## src/rtl/alarm_pkg.sv

```systemverilog
// Shared types and BCD limits for the alarm datapath.
// Used by the alarm bank and by the time-set logic.
package alarm_pkg;

   typedef enum logic [1:0] {
      IDLE   = 2'd0,
      RING   = 2'd1,
      SNOOZE = 2'd2
   } alarm_state_t;

   localparam logic [3:0] MAX_MS_HR      = 4'd2;
   localparam logic [3:0] MAX_LS_HR_AT_2 = 4'd3;
   localparam logic [3:0] MAX_MS_MIN     = 4'd5;
   localparam logic [3:0] MAX_LS_DIGIT   = 4'd9;

   typedef struct packed {
      logic [3:0] ms_hr;
      logic [3:0] ls_hr;
      logic [3:0] ms_min;
      logic [3:0] ls_min;
   } bcd_time_t;

endpackage

```

## src/rtl/alarm_bank_if.sv

```systemverilog
// Keypad/time/speaker-side signal bundle of the alarm bank.
// master = controlling logic, slave = alarm_bank.
interface alarm_bank_if #(
   parameter int NUM_ALARMS = 4,
   parameter int SEL_W      = (NUM_ALARMS > 1) ? $clog2(NUM_ALARMS) : 1
);
   logic                  load_new_alarm;
   logic                  set_enable;
   logic                  enable_value;
   logic [SEL_W-1:0]      alarm_sel;
   logic [3:0]            new_alarm_ms_hr;
   logic [3:0]            new_alarm_ls_hr;
   logic [3:0]            new_alarm_ms_min;
   logic [3:0]            new_alarm_ls_min;
   logic [3:0]            current_time_ms_hr;
   logic [3:0]            current_time_ls_hr;
   logic [3:0]            current_time_ms_min;
   logic [3:0]            current_time_ls_min;
   logic                  minute_tick;
   logic                  stop_alarm;
   logic                  snooze;
   logic [3:0]            alarm_time_ms_hr;
   logic [3:0]            alarm_time_ls_hr;
   logic [3:0]            alarm_time_ms_min;
   logic [3:0]            alarm_time_ls_min;
   logic [NUM_ALARMS-1:0] alarm_enabled;
   logic                  sound_alarm;
   logic [SEL_W-1:0]      active_slot;
   logic                  load_error;

   modport master (
      output load_new_alarm, set_enable, enable_value, alarm_sel,
             new_alarm_ms_hr, new_alarm_ls_hr, new_alarm_ms_min, new_alarm_ls_min,
             current_time_ms_hr, current_time_ls_hr, current_time_ms_min, current_time_ls_min,
             minute_tick, stop_alarm, snooze,
      input  alarm_time_ms_hr, alarm_time_ls_hr, alarm_time_ms_min, alarm_time_ls_min,
             alarm_enabled, sound_alarm, active_slot, load_error
   );

   modport slave (
      input  load_new_alarm, set_enable, enable_value, alarm_sel,
             new_alarm_ms_hr, new_alarm_ls_hr, new_alarm_ms_min, new_alarm_ls_min,
             current_time_ms_hr, current_time_ls_hr, current_time_ms_min, current_time_ls_min,
             minute_tick, stop_alarm, snooze,
      output alarm_time_ms_hr, alarm_time_ls_hr, alarm_time_ms_min, alarm_time_ls_min,
             alarm_enabled, sound_alarm, active_slot, load_error
   );

endinterface

```

## src/rtl/alarm_time_check.sv

```systemverilog
// Combinational BCD validity check of a 24-hour hh:mm time.
module alarm_time_check
   import alarm_pkg::*;
(
   input  bcd_time_t bcd_in,
   output logic      valid
);

   // Hours 20..23 are the only case where the tens digit limits the units digit.
   assign valid = (bcd_in.ms_hr  <= MAX_MS_HR)
               && (bcd_in.ls_hr  <= MAX_LS_DIGIT)
               && ((bcd_in.ms_hr != MAX_MS_HR) || (bcd_in.ls_hr <= MAX_LS_HR_AT_2))
               && (bcd_in.ms_min <= MAX_MS_MIN)
               && (bcd_in.ls_min <= MAX_LS_DIGIT);

endmodule

```

## src/rtl/alarm_bank.sv

```systemverilog
// Multi-slot BCD alarm store with a ring/snooze controller driving sound_alarm.
module alarm_bank
   import alarm_pkg::*;
#(
   parameter int NUM_ALARMS = 4,
   parameter int SNOOZE_MIN = 5,
   parameter int RING_MIN   = 3
)
(
   input  logic         clock,
   input  logic         reset,
   alarm_bank_if.slave  bus
);

   localparam int SEL_W = (NUM_ALARMS > 1) ? $clog2(NUM_ALARMS) : 1;

   bcd_time_t             new_time;
   bcd_time_t             cur_time;
   logic                  new_valid;
   bcd_time_t             slot_time [NUM_ALARMS];
   logic [NUM_ALARMS-1:0] enable_vec;
   logic [NUM_ALARMS-1:0] slot_hit;
   logic [NUM_ALARMS-1:0] active_hit;
   logic [NUM_ALARMS-1:0] match_vec;
   logic [NUM_ALARMS-1:0] other_vec;
   logic                  sel_in_range;
   logic                  load_error_reg;

   alarm_state_t          state_reg, state_next;
   logic [3:0]            cnt_reg, cnt_next;
   logic [SEL_W-1:0]      active_slot_reg, active_slot_next;

   assign new_time = '{ms_hr:  bus.new_alarm_ms_hr,  ls_hr:  bus.new_alarm_ls_hr,
                       ms_min: bus.new_alarm_ms_min, ls_min: bus.new_alarm_ls_min};
   assign cur_time = '{ms_hr:  bus.current_time_ms_hr,  ls_hr:  bus.current_time_ls_hr,
                       ms_min: bus.current_time_ms_min, ls_min: bus.current_time_ls_min};

   alarm_time_check u_new_check (
      .bcd_in (new_time),
      .valid  (new_valid)
   );

   // An out-of-range alarm_sel decodes to no slot at all, which silences
   // writes, readback and load_error in one place.
   generate
      for (genvar gi = 0; gi < NUM_ALARMS; gi++) begin : g_slot
         bcd_time_t time_reg;
         logic      enable_reg;

         assign slot_hit[gi]   = (bus.alarm_sel == SEL_W'(gi));
         assign active_hit[gi] = (active_slot_reg == SEL_W'(gi));

         always_ff @(posedge clock or posedge reset) begin
            if (reset) begin
               time_reg   <= '0;
               enable_reg <= 1'b0;
            end else begin
               if (bus.load_new_alarm && slot_hit[gi] && new_valid)
                  time_reg <= new_time;
               if (bus.set_enable && slot_hit[gi])
                  enable_reg <= bus.enable_value;
            end
         end

         assign slot_time[gi]  = time_reg;
         assign enable_vec[gi] = enable_reg;
         assign match_vec[gi]  = bus.minute_tick && enable_reg && (time_reg == cur_time);
      end
   endgenerate

   assign sel_in_range = |slot_hit;
   assign other_vec    = match_vec & ~active_hit;

   always_ff @(posedge clock or posedge reset) begin
      if (reset)
         load_error_reg <= 1'b0;
      else
         load_error_reg <= bus.load_new_alarm && sel_in_range && !new_valid;
   end

   bcd_time_t readback;

   always_comb begin
      readback = '0;
      for (int i = 0; i < NUM_ALARMS; i++)
         if (slot_hit[i])
            readback = slot_time[i];
   end

   // Lowest-index priority encoders: all matches, and matches other than the active slot.
   logic             win_any, other_any;
   logic [SEL_W-1:0] win_idx, other_idx;

   always_comb begin
      win_any   = 1'b0;
      win_idx   = '0;
      other_any = 1'b0;
      other_idx = '0;
      for (int i = NUM_ALARMS - 1; i >= 0; i--) begin
         if (match_vec[i]) begin
            win_any = 1'b1;
            win_idx = SEL_W'(i);
         end
         if (other_vec[i]) begin
            other_any = 1'b1;
            other_idx = SEL_W'(i);
         end
      end
   end

   logic       disable_active;
   logic [3:0] cnt_inc;

   assign disable_active = bus.set_enable && !bus.enable_value && |(slot_hit & active_hit);
   assign cnt_inc        = cnt_reg + 4'd1;

   always_ff @(posedge clock or posedge reset) begin
      if (reset) begin
         state_reg       <= IDLE;
         cnt_reg         <= '0;
         active_slot_reg <= '0;
      end else begin
         state_reg       <= state_next;
         cnt_reg         <= cnt_next;
         active_slot_reg <= active_slot_next;
      end
   end

   always_comb begin
      state_next       = state_reg;
      cnt_next         = cnt_reg;
      active_slot_next = active_slot_reg;
      unique case (state_reg)
         IDLE: begin
            if (win_any) begin
               state_next       = RING;
               active_slot_next = win_idx;
               cnt_next         = '0;
            end
         end
         RING: begin
            if (bus.stop_alarm || disable_active) begin
               state_next = IDLE;
            end else if (bus.snooze) begin
               state_next = SNOOZE;
               cnt_next   = '0;
            end else if (bus.minute_tick) begin
               if (cnt_inc == 4'(RING_MIN))
                  state_next = IDLE;
               else
                  cnt_next = cnt_inc;
            end
         end
         SNOOZE: begin
            if (bus.stop_alarm || disable_active) begin
               state_next = IDLE;
            end else if (bus.minute_tick) begin
               if (other_any) begin
                  state_next       = RING;
                  active_slot_next = other_idx;
                  cnt_next         = '0;
               end else if (cnt_inc == 4'(SNOOZE_MIN)) begin
                  state_next = RING;
                  cnt_next   = '0;
               end else begin
                  cnt_next = cnt_inc;
               end
            end
         end
         default: state_next = IDLE;
      endcase
      // IDLE always presents a cleared counter and slot 0.
      if (state_next == IDLE) begin
         cnt_next         = '0;
         active_slot_next = '0;
      end
   end

   assign bus.alarm_time_ms_hr  = readback.ms_hr;
   assign bus.alarm_time_ls_hr  = readback.ls_hr;
   assign bus.alarm_time_ms_min = readback.ms_min;
   assign bus.alarm_time_ls_min = readback.ls_min;
   assign bus.alarm_enabled     = enable_vec;
   assign bus.sound_alarm       = (state_reg == RING);
   assign bus.active_slot       = active_slot_reg;
   assign bus.load_error        = load_error_reg;

endmodule

```

## src/flat_wrapper.sv

```systemverilog
// flat-port wrapper written by rule: the top's interface ports become plain ports
module alarm_bank_flat import alarm_pkg::*;
#(
   parameter int NUM_ALARMS = 4,
   parameter int SNOOZE_MIN = 5,
   parameter int RING_MIN   = 3
)
  (clock, reset, bus_load_new_alarm, bus_set_enable, bus_enable_value, bus_alarm_sel, bus_new_alarm_ms_hr, bus_new_alarm_ls_hr, bus_new_alarm_ms_min, bus_new_alarm_ls_min, bus_current_time_ms_hr, bus_current_time_ls_hr, bus_current_time_ms_min, bus_current_time_ls_min, bus_minute_tick, bus_stop_alarm, bus_snooze, bus_alarm_time_ms_hr, bus_alarm_time_ls_hr, bus_alarm_time_ms_min, bus_alarm_time_ls_min, bus_alarm_enabled, bus_sound_alarm, bus_active_slot, bus_load_error);
  alarm_bank_if #(.NUM_ALARMS(NUM_ALARMS)) bus_i ();
  input  logic clock;
  input  logic reset;
  input wire logic [$bits(bus_i.load_new_alarm)-1:0] bus_load_new_alarm;
  input wire logic [$bits(bus_i.set_enable)-1:0] bus_set_enable;
  input wire logic [$bits(bus_i.enable_value)-1:0] bus_enable_value;
  input wire logic [$bits(bus_i.alarm_sel)-1:0] bus_alarm_sel;
  input wire logic [$bits(bus_i.new_alarm_ms_hr)-1:0] bus_new_alarm_ms_hr;
  input wire logic [$bits(bus_i.new_alarm_ls_hr)-1:0] bus_new_alarm_ls_hr;
  input wire logic [$bits(bus_i.new_alarm_ms_min)-1:0] bus_new_alarm_ms_min;
  input wire logic [$bits(bus_i.new_alarm_ls_min)-1:0] bus_new_alarm_ls_min;
  input wire logic [$bits(bus_i.current_time_ms_hr)-1:0] bus_current_time_ms_hr;
  input wire logic [$bits(bus_i.current_time_ls_hr)-1:0] bus_current_time_ls_hr;
  input wire logic [$bits(bus_i.current_time_ms_min)-1:0] bus_current_time_ms_min;
  input wire logic [$bits(bus_i.current_time_ls_min)-1:0] bus_current_time_ls_min;
  input wire logic [$bits(bus_i.minute_tick)-1:0] bus_minute_tick;
  input wire logic [$bits(bus_i.stop_alarm)-1:0] bus_stop_alarm;
  input wire logic [$bits(bus_i.snooze)-1:0] bus_snooze;
  output wire logic [$bits(bus_i.alarm_time_ms_hr)-1:0] bus_alarm_time_ms_hr;
  output wire logic [$bits(bus_i.alarm_time_ls_hr)-1:0] bus_alarm_time_ls_hr;
  output wire logic [$bits(bus_i.alarm_time_ms_min)-1:0] bus_alarm_time_ms_min;
  output wire logic [$bits(bus_i.alarm_time_ls_min)-1:0] bus_alarm_time_ls_min;
  output wire logic [$bits(bus_i.alarm_enabled)-1:0] bus_alarm_enabled;
  output wire logic [$bits(bus_i.sound_alarm)-1:0] bus_sound_alarm;
  output wire logic [$bits(bus_i.active_slot)-1:0] bus_active_slot;
  output wire logic [$bits(bus_i.load_error)-1:0] bus_load_error;
  assign bus_i.load_new_alarm = bus_load_new_alarm;
  assign bus_i.set_enable = bus_set_enable;
  assign bus_i.enable_value = bus_enable_value;
  assign bus_i.alarm_sel = bus_alarm_sel;
  assign bus_i.new_alarm_ms_hr = bus_new_alarm_ms_hr;
  assign bus_i.new_alarm_ls_hr = bus_new_alarm_ls_hr;
  assign bus_i.new_alarm_ms_min = bus_new_alarm_ms_min;
  assign bus_i.new_alarm_ls_min = bus_new_alarm_ls_min;
  assign bus_i.current_time_ms_hr = bus_current_time_ms_hr;
  assign bus_i.current_time_ls_hr = bus_current_time_ls_hr;
  assign bus_i.current_time_ms_min = bus_current_time_ms_min;
  assign bus_i.current_time_ls_min = bus_current_time_ls_min;
  assign bus_i.minute_tick = bus_minute_tick;
  assign bus_i.stop_alarm = bus_stop_alarm;
  assign bus_i.snooze = bus_snooze;
  assign bus_alarm_time_ms_hr = bus_i.alarm_time_ms_hr;
  assign bus_alarm_time_ls_hr = bus_i.alarm_time_ls_hr;
  assign bus_alarm_time_ms_min = bus_i.alarm_time_ms_min;
  assign bus_alarm_time_ls_min = bus_i.alarm_time_ls_min;
  assign bus_alarm_enabled = bus_i.alarm_enabled;
  assign bus_sound_alarm = bus_i.sound_alarm;
  assign bus_active_slot = bus_i.active_slot;
  assign bus_load_error = bus_i.load_error;
  alarm_bank #(.NUM_ALARMS(NUM_ALARMS), .SNOOZE_MIN(SNOOZE_MIN), .RING_MIN(RING_MIN)) u_core (.clock(clock), .reset(reset), .bus(bus_i));
endmodule
```

## config.mk

```make
export PLATFORM = sky130hd
export DESIGN_NAME = alarm_bank_flat
export DESIGN_NICKNAME = d
export VERILOG_FILES = /design/src/rtl/alarm_pkg.sv /design/src/rtl/alarm_bank_if.sv /design/src/rtl/alarm_time_check.sv /design/src/rtl/alarm_bank.sv /design/src/flat_wrapper.sv
export SDC_FILE = /design/constraint.sdc
export NUM_CORES = 1
export LEC_CHECK = 0
export CORE_ASPECT_RATIO = 0.7
export CORE_MARGIN = 8
export CORE_UTILIZATION = 50
export CTS_BUF_LIST = sky130_fd_sc_hd__clkbuf_8
export DETAILED_ROUTE_END_ITERATION = 8
export PLACE_DENSITY = 0.78
export RECOVER_POWER = 25
export SYNTH_ARGS = -nofsm -noshare
export SYNTH_HDL_FRONTEND = slang
export SYNTH_SLANG_ARGS = --single-unit
export TNS_END_PERCENT = 100
```

## constraint.sdc

```tcl
create_clock -name clock -period 3.6 [get_ports clock]
set_input_delay 0.36 -clock clock [delete_from_list [all_inputs] [get_ports clock]]
set_output_delay 0.36 -clock clock [all_outputs]
set_load 0.02 [all_outputs]
```

==> results.py, run 1 <==
metrics = {
    "timing": {
        "fmax_ghz": 0.325,
        "min_period_ns": 3.08,
        "rsz0062_at_grt": "false",
        "maxSlewHeadroom_pct": 8.27,
        "setup_viol": 0,
        "fin_crit_sh_pct": 85.6,
        "worstMarginPinSlew_ns": 1.37,
        "tns_ns": 0,
        "skew_ns": 0.00744,
        "slew_viol_final": 0,
        "hold_violations": 0,
    },
    "clock_network": {
        "post_cts_buffers": 0,
        "cts_buffer_depth": 2,
        "h-tree-depth": 3,
        "cts_root_buffer": "clkbuf_8",
        "clock_latency_ns": 0.36,
        "path_clk_slew_ns": 0.07,
        "ctsResizeCount": 0,
        "hold_buffers": 0,
        "numCtsBuffers": 9,
        "cts_tree": "built",
        "clock_sinks": 77,
    },
    "global_route": {
        "grt_overflow": 0,
        "grt_max_degree": 43,
        "first_global_vias": 3907,
        "grt_antenna_before_repair": 0,
        "grt_use_total_pct": 20.4,
        "grt_pass1_wl_mm": 20.8,
    },
    "synth": {
        "seq_area_frac_synth_pct": 41.2,
        "synth_top_area_share_pct": 41.2,
        "synth_compound_area_share_pct": 7.24,
        "synth_simple_gate_area_share_pct": 13.5,
        "synth_fa_ha_area_share_pct": 1.87,
        "synthMuxAreaShare_pct": 20.6,
        "synthFlopType": "dfrtp_1",
        "synth_nets": 454,
        "synthXorXnorAreaFrac_pct": 12.3,
        "netlist_instances": 405,
        "netlist_top_cells_area": "dfrtp_1 41%, mux2_2 13%, xor2_1 9.4%, mux4_2 7.7%, xnor2_1 3.0%",
        "synth_top_family_by_area": "multiplexers",
        "post_synth.cell_area_avg_um2": 11.6,
        "synth_cell_types": 56,
        "ys.warnings.count": 0,
        "synth_area_mm2": 0.00468,
        "synth_edf_count": 0,
        "async_flop_share_pct": 100,
        "synth-seq-cells": 77,
        "yosysTopAreaCell": "dfrtp_1",
    },
    "cells_and_area": {
        "mostFrequentLayoutCells": "77 x dfrtp_1, 64 x clkdlybuf4s50_1, 52 x mux2_2",
        "layout-drive-gt1-share_pct": 20.8,
        "largest_register_ffs": 64,
        "num-nets-final": 520,
        "nFillCells": 729,
        "final_common_cell": "dfrtp_1",
        "final_util_pct": 62.3,
        "syn_to_final_growth_pct": 20.7,
        "diodes": 0,
        "final_cell_area_mm2": 0.00565,
    },
    "placement": {
        "port-buffer-count": 65,
        "hpwl_mm": 9.49,
        "placed_cell_area_mm2": 0.00547,
        "routabilityCongestion": 0.991,
    },
    "power": {
        "p_per_area_mw_per_mm2": 358,
        "ir_worst_vdd_v": 0.000201,
        "p_leak_nw": 2.53,
        "p_sw_mw": 0.573,
        "clkPwrFrac_pct": 31.9,
        "power.internal_mw": 1.45,
        "swShare_pct": 28.4,
        "power_frac_seq_pct": 48.0,
        "p_comb_share_pct": 20.1,
    },
    "drt": {
        "wl_mm": 12.7,
        "drtAntennaViolNets": 0,
        "vias": 3593,
        "post-route-drc-count": 0,
        "firstDrtPassIters": 6,
        "viasPerCell": 5.99,
        "wl_per_cell_um": 21.2,
        "drt-initial-drc-count": 305,
    },
    "setup_path": {
        "endpoint_kind": "flop",
        "critical-path-slowest-cell": "clkdlybuf4s50_1",
        "path_buf_inv": 1,
        "crit_chain": "clkdlybuf4s50_1 > xor2_1 > nor4_2 > nand4_1 > nor4_4 > nor4_2 > or3_1 > or3b_1 > a21boi_1",
        "crit_fanout": 8,
        "slowest_delay_ns": 0.61,
        "worstPathArrival_ns": 3.37,
        "path_common_cell": "nor4_2",
        "path_class": "in2reg",
        "worstPathRequired_ns": 3.89,
        "path_delay_family": "simple AND/OR/NAND/NOR gates",
        "startpoint_type": "primary input",
    },
    "floorplanning": {
        "io_pins": 66,
        "die_h_um": 97.0,
        "die_w_um": 132,
        "row_count": 29,
        "dieArea_mm2": 0.0128,
        "coreArea_mm2": 0.00907,
        "initial_core_util_pct": 51.6,
    },
    "run": {
        "cap_violations": 0,
    },
    "worst_hold_path": {
        "hold_class": "reg2reg",
    },
    "status": {
        "status": "finished clean",
    },
}
metrics by stage:
| stage | power (mW) | setup WS [ns] | hold WS [ns] | instances |
|---|---|---|---|---|
| finish | 2.02 | 0.519 | 0.530 | 600 |
| global route | 2.11 | 0.349 | 0.562 | 600 |
| CTS | 2.04 | 0.557 | 0.486 | 600 |
| detailed placement | 1.39 | 0.175 | 0.505 | 584 |
| global placement | 1.38 | 0.279 | 0.496 | 584 |
| floorplan | 1.22 | 1.10 | 0.463 | 405 |
tightest hold or removal path, stage by stage, from the launching register on:
cell and delay [ns]:
dfrtp_1 0.37, nand2_1 0.06, o21ai_0 0.07
routing by layer:
layer	global-route usage, %	vias to the layer above	part of all wire, %
met1	25.9	1805	43
li1	-	1604	-
met2	31.5	165	47
met5	0	-	0
met3	7.44	19	8.3
met4	7.21	0	1.6
power groups by stage:
stage               combinational [mW]  clock, mW  sequential, mW
detailed placement               0.406          0           0.988
CTS                              0.408      0.659           0.970
global placement                 0.398          0           0.983
floorplan                        0.246          0           0.972
global route                     0.435      0.699           0.978
finish                           0.406      0.645           0.971
path summary, 6_finish.rpt:
| check | start | to | slack (ns) | cells after the start |
|---|---|---|---|---|
| setup reg to reg | u_core.g_slot[3].time_reg[14] | u_core.cnt_reg[1] | 0.67 | 8 |
| max in group asynchronous | reset | u_core.g_slot[1].enable_reg | 1.05 | 3 |
| setup / recovery | bus_current_time_ms_hr[2] | u_core.cnt_reg[1] | 0.52 | 9 |
| hold / removal | u_core.g_slot[2].enable_reg | u_core.g_slot[2].enable_reg | 0.53 | 2 |
| min in group asynchronous | reset | u_core.g_slot[2].time_reg[3] | 0.84 | 2 |
| hold reg to reg | u_core.g_slot[2].enable_reg | u_core.g_slot[2].enable_reg | 0.53 | 2 |
synthesized netlist by cell type (3+ instances only):
library cell	count
nor4_1	10
or3_1	5
o22ai_1	5
mux4_2	16
nand2_1	18
a21oi_1	7
nor2_1	7
dfrtp_1	77
nor3_1	3
xor2_1	50
o21ai_0	9
nor4_2	3
ha_1	7
inv_1	15
mux2_2	52
and2_1	9
a31oi_1	3
nand3_1	10
nor2b_1	11
buf_4	5
nand4_1	11
clkbuf_1	9
buf_1	3
xnor2_1	16
logic make-up after synthesis:
kind of cell	after synthesis
and+or+nand+nor	103
DFF	77
muxes	70
xor gates and xnor gates	66
AOI/OAI and AO/OA	49
buffers and inverters	33
adders and majority gates	7
cell type report:
class	count	area [um^2]	share of cell area, %
multi-input combinational	295	2610	46.2
sequential	77	1930	34.1
timing repair buffer	73	708	12.5
tap	124	155	2.75
clock buffer	10	138	2.44
clock inverter	6	56.3	0.997
inverter	15	56.3	0.997
Note: power is estimated with default switching activity, not from simulation.
==> run 2: changes to the inputs <==
- CTS_CLUSTER_DIAMETER: unset -> 100
- HOLD_SLACK_MARGIN: unset -> 0.06
==> results of run 2 <==
Same layout as run 1: the final DEF is identical, and so are final timing and power.
